[src/rtl/cs_out_buf.sv]
// cs_out_buf: output stage of the CS filter.
// Discards the first WARMUP samples after reset (window fill), then pushes one
// Y sample per clock into a show-ahead FIFO. The FIFO drains over a valid/ready
// handshake. When the FIFO is full and nothing pops, the newest sample is dropped.
// Drops are flagged (sticky ovf) and counted (saturating drop_cnt).
module cs_out_buf #(
  parameter int DW     = 10,
  parameter int DEPTH  = 8,
  parameter int WARMUP = 8,
  parameter int CW     = 16
) (
  input  logic                     clk,
  input  logic                     reset,
  input  logic [DW-1:0]            y_in,
  output logic [DW-1:0]            out_data,
  output logic                     out_valid,
  input  logic                     out_ready,
  output logic [$clog2(DEPTH):0]   level,
  output logic                     warm,
  output logic                     ovf,
  output logic [CW-1:0]            drop_cnt
);

  localparam int AW  = $clog2(DEPTH);
  localparam int LW  = AW + 1;
  localparam int WCW = $clog2(WARMUP + 1);

  typedef enum logic [0:0] {
    ST_FILL = 1'b0,
    ST_RUN  = 1'b1
  } state_t;

  state_t          state_r;
  logic [WCW-1:0]  wcnt_r;
  logic            warm_r;

  logic [DW-1:0]   mem_r [DEPTH];
  logic [AW-1:0]   wr_ptr_r;
  logic [AW-1:0]   rd_ptr_r;
  logic [LW-1:0]   level_r;
  logic            out_valid_r;
  logic            ovf_r;
  logic [CW-1:0]   drop_cnt_r;

  logic            push_s;
  logic            pop_s;
  logic            full_s;
  logic            push_ok_s;
  logic            drop_s;
  logic [LW-1:0]   level_next_s;

  // Warm-up FSM: count discarded fill samples, then stay in RUN until reset.
  always_ff @(posedge clk) begin
    if (!reset) begin
      state_r <= ST_FILL;
      wcnt_r  <= WCW'(0);
      warm_r  <= 1'b0;
    end else begin
      case (state_r)
        ST_FILL: begin
          wcnt_r <= wcnt_r + WCW'(1);
          if (wcnt_r == WCW'(WARMUP - 1)) begin
            state_r <= ST_RUN;
            warm_r  <= 1'b1;
          end else begin
            state_r <= ST_FILL;
            warm_r  <= 1'b0;
          end
        end
        ST_RUN: begin
          state_r <= ST_RUN;
          warm_r  <= 1'b1;
        end
        default: begin
          state_r <= ST_FILL;
          wcnt_r  <= WCW'(0);
          warm_r  <= 1'b0;
        end
      endcase
    end
  end

  // Push/pop arbitration: a full FIFO accepts a push only when it pops on the same edge.
  always_comb begin
    push_s       = (state_r == ST_RUN);
    pop_s        = out_valid_r && out_ready;
    full_s       = (level_r == LW'(DEPTH));
    push_ok_s    = 1'b0;
    drop_s       = 1'b0;
    level_next_s = level_r;
    if (push_s) begin
      if (!full_s || pop_s) begin
        push_ok_s = 1'b1;
      end else begin
        drop_s = 1'b1;
      end
    end else begin
      push_ok_s = 1'b0;
      drop_s    = 1'b0;
    end
    case ({push_ok_s, pop_s})
      2'b10:   level_next_s = level_r + LW'(1);
      2'b01:   level_next_s = level_r - LW'(1);
      default: level_next_s = level_r;
    endcase
  end

  // Storage write; contents are intentionally not cleared by reset.
  always_ff @(posedge clk) begin
    if (reset && push_ok_s) begin
      mem_r[wr_ptr_r] <= y_in;
    end
  end

  // FIFO bookkeeping and overflow reporting.
  always_ff @(posedge clk) begin
    if (!reset) begin
      wr_ptr_r    <= AW'(0);
      rd_ptr_r    <= AW'(0);
      level_r     <= LW'(0);
      out_valid_r <= 1'b0;
      ovf_r       <= 1'b0;
      drop_cnt_r  <= CW'(0);
    end else begin
      if (push_ok_s) begin
        wr_ptr_r <= wr_ptr_r + AW'(1);
      end
      if (pop_s) begin
        rd_ptr_r <= rd_ptr_r + AW'(1);
      end
      level_r     <= level_next_s;
      out_valid_r <= (level_next_s != LW'(0));
      if (drop_s) begin
        ovf_r <= 1'b1;
        if (drop_cnt_r != {CW{1'b1}}) begin
          drop_cnt_r <= drop_cnt_r + CW'(1);
        end
      end
    end
  end

  assign out_data  = mem_r[rd_ptr_r];
  assign out_valid = out_valid_r;
  assign level     = level_r;
  assign warm      = warm_r;
  assign ovf       = ovf_r;
  assign drop_cnt  = drop_cnt_r;

endmodule

[config.mk]
export PLATFORM = sky130hd
export DESIGN_NAME = cs_out_buf
export DESIGN_NICKNAME = d
export VERILOG_FILES = /design/src/rtl/cs_out_buf.sv
export SDC_FILE = /design/constraint.sdc
export NUM_CORES = 1
export LEC_CHECK = 0
export CORE_MARGIN = 4
export CORE_UTILIZATION = 57
export DETAILED_ROUTE_END_ITERATION = 12
export GPL_TIMING_DRIVEN = 1
export PLACE_DENSITY = 0.92
export SYNTH_ARGS = -nofsm -noshare
export SYNTH_HDL_FRONTEND = slang
export SYNTH_SLANG_ARGS = --single-unit
[constraint.sdc]
create_clock -name clk -period 3.1 [get_ports clk]
set_input_delay 0.62 -clock clk [delete_from_list [all_inputs] [get_ports clk]]
set_output_delay 0.62 -clock clk [all_outputs]
set_load 0.01 [all_outputs]
==> flow_summary.json <==
{
  "status": "finished, final reports clean",
  "vias": 3029,
  "rsz0062_at_grt": "no",
  "dieArea_um2": 9890,
  "die_w_um": 99.5,
  "drive_gt1_share_pct": 21.7,
  "io_pins": 46,
  "peakVddDrop_uv": 462,
  "finalWorstSetupSlack_ps": 84.9,
  "nNetsFinal": 401,
  "clockBufferDepth": 2,
  "synth_flop_cell": "edfxtp_1",
  "power_density_nw_per_um2": 695,
  "ctsHoldBuffers": 0,
  "worst_slew_pin_slew_ps": 878,
  "synth_edf_count": 80,
  "finClkSkew_ps": 8.71,
  "path_class": "flop to output port",
  "max_freq_mhz": 332,
  "routed_wl_um": 10400,
  "setup_viol": 0,
  "grt_overflow": 0,
  "placed_area_um2": 5420,
  "cp-start-kind": "flop",
  "drt_drc_violations_left": 0,
  "synth_seq_area_share_pct": 65.5,
  "syn_nets": 337,
  "dp_slack_ps": 168,
  "top_usage_layer": "met2",
  "ys_ff_latch": 116,
  "rows": 33,
  "drv_cap": 0,
  "cp-endpoint": "out_data[4]",
  "clkLatencyLatePin_ps": 520,
  "layout_commonest_cell": "edfxtp_1",
  "r2r-end": "out_valid",
  "start_util_pct": 58.3,
  "synth_area_um2": 4770,
  "antenna_found_initial": 0,
  "worstPathRequired_ps": 2480,
  "cts_root_buf": "clkbuf_8",
  "final_cell_mix": "edfxtp_1, clkdlybuf4s50_1, dfxtp_1",
  "core_area_um2": 8180,
  "first_pass_iters": 5,
  "p_leak_nw": 2.00,
  "fillCellCount": 499,
  "hold_violations": 0,
  "cts_buffers": 17,
  "worstSetupEndpointType": "output port",
  "antenna_left": 0,
  "place_congestion": 0.839,
  "period_minus_slack_ps": 3020,
  "r2r_cells": 8,
  "hpwl_um": 6090,
  "stdcell_area_um2": 6040,
  "clk_pin_slew_ps": 60,
  "cts_tree": "yes",
  "yosysWarnings": 0,
  "grt_usage_pct": 22.8,
  "h-tree-depth": 4,
  "first_iter_violations": 137,
  "port_buffers": 45,
  "crit_arrival_ps": 2400,
  "diodes": 0,
  "avgRoutedWirePerCell_um": 20.7,
  "synth_cell_types": 52,
  "fin_crit_sh_pct": 97.3,
  "min_path_type": "flop to flop",
  "final_util_pct": 73.9,
  "regToRegSetupSlack_ps": 670,
  "first_global_vias": 3101,
  "path_max_fanout": 10,
  "syn_inst": 319,
  "setup_tns_ps": 0,
  "grt_pass1_wl_um": 16800,
  "area_growth_pct": 26.7,
  "grt_max_degree": 30,
  "grt.met3_usage_pct": 6.10,
  "drv_slew": 0,
  "met1_usage_pct": 28.0,
  "hold_ws_ps": 501,
  "met2_usage_pct": 39.3,
  "vias_per_cell": 6.05,
  "clock_sinks": 116,
  "avgSynthCellArea_um2": 14.9,
  "slew-limit-headroom_pct": 40.5,
  "dieHeight_um": 99.5,
  "async_flop_share_pct": 0,
  "r2r-start": "out_valid"
}
## per-layer routing
metal  wire [um]  vias to the layer above
met1        4080                     1520
met2        5600                       99
met4          96                        0
li1            -                     1399
met5           0                        -
met3         591                       11
## stage by stage
| step | power (mW) | std cells |
|---|---|---|
| CTS | 4.20 | 500 |
| detailed placement | 2.27 | 468 |
| finish | 4.20 | 501 |
| global route | 4.35 | 501 |
| global placement | 2.26 | 468 |
| floorplan | 2.08 | 319 |
## critical path, stage by stage (launching register included)
cell	delay, ps
dfxtp_2	390
buf_12	170
mux4_2	530
mux2_2	300
clkdlybuf4s50_1	480
## registers in the layout, summed over array words and instances (netlist names), named ones only
name	flops
drop_cnt	16
level	4
mem_r	80
out_valid	1
ovf	1
rd_ptr_r	3
warm	1
wcnt_r	4
wr_ptr_r	3
## power by group
part	internal (mW)	switching, mW
clock network	1.23	0.705
registers	1.69	0.0568
logic	0.300	0.223
total	3.22	0.984
## how the worst min path moves through the flow
stage,from,endpoint,slack (ps),cells past startpoint
global placement,ovf,ovf,460,2
finish,drop_cnt[5],drop_cnt[5],500,2
detailed placement,rd_ptr_r[1],flop,480,2
global route,drop_cnt[5],drop_cnt[5],530,2
floorplan,rd_ptr_r[1],flop,450,2
CTS,rd_ptr_r[1],rd_ptr_r[1],490,2
## cells in the mapped netlist (all sizes together), types with 4 or more instances
| cell | n | area, um2 |
|---|---|---|
| o31ai | 8 | 60.1 |
| o21ai | 8 | 40.0 |
| nand2 | 18 | 67.6 |
| edfxtp | 80 | 2400 |
| or3 | 5 | 31.3 |
| buf | 8 | 37.5 |
| nor2 | 16 | 60.1 |
| nand3 | 9 | 45.0 |
| mux2i | 4 | 40.0 |
| and3 | 4 | 25.0 |
| inv | 5 | 18.8 |
| xor2 | 4 | 35.0 |
| or4 | 10 | 75.1 |
| a21oi | 16 | 80.1 |
| dfxtp | 36 | 721 |
| clkbuf | 8 | 31.3 |
| mux4 | 20 | 450 |
| nor3 | 5 | 25.0 |
| ha | 5 | 62.6 |
| mux2 | 10 | 113 |
| nand4 | 6 | 43.8 |
## logic make-up after synthesis
| logic type | count (synthesis) | share of synthesized area, % |
|---|---|---|
| DFF | 116 | 65.5 |
| and+or+nand+nor | 88 | 10.7 |
| AOI/OAI and AO/OA | 48 | 6.74 |
| muxes | 34 | 12.6 |
| buffers and inverters | 21 | 1.84 |
| xor gates and xnor gates | 7 | 1.29 |
| adders and majority gates | 5 | 1.31 |
## area by class of cell
| cell class | instances | area [um2] | area share [%] |
|---|---|---|---|
| Sequential cell | 116 | 3120 | 51.7 |
| Multi-Input combinational cell | 182 | 1570 | 26.0 |
| Timing Repair Buffer | 61 | 601 | 9.94 |
| Clock buffer | 17 | 414 | 6.86 |
| Clock inverter | 15 | 181 | 3.00 |
| Tap cell | 105 | 131 | 2.17 |
| Inverter | 5 | 18.8 | 0.311 |
## timing repair
item / CTS / global route
setup endpoints to repair: 0 / 1
setup buffers: 0 / 0
hold endpoints to repair: 0 / 0
resized for setup: 0 / 1
Note: power is estimated with default switching activity, not from simulation.
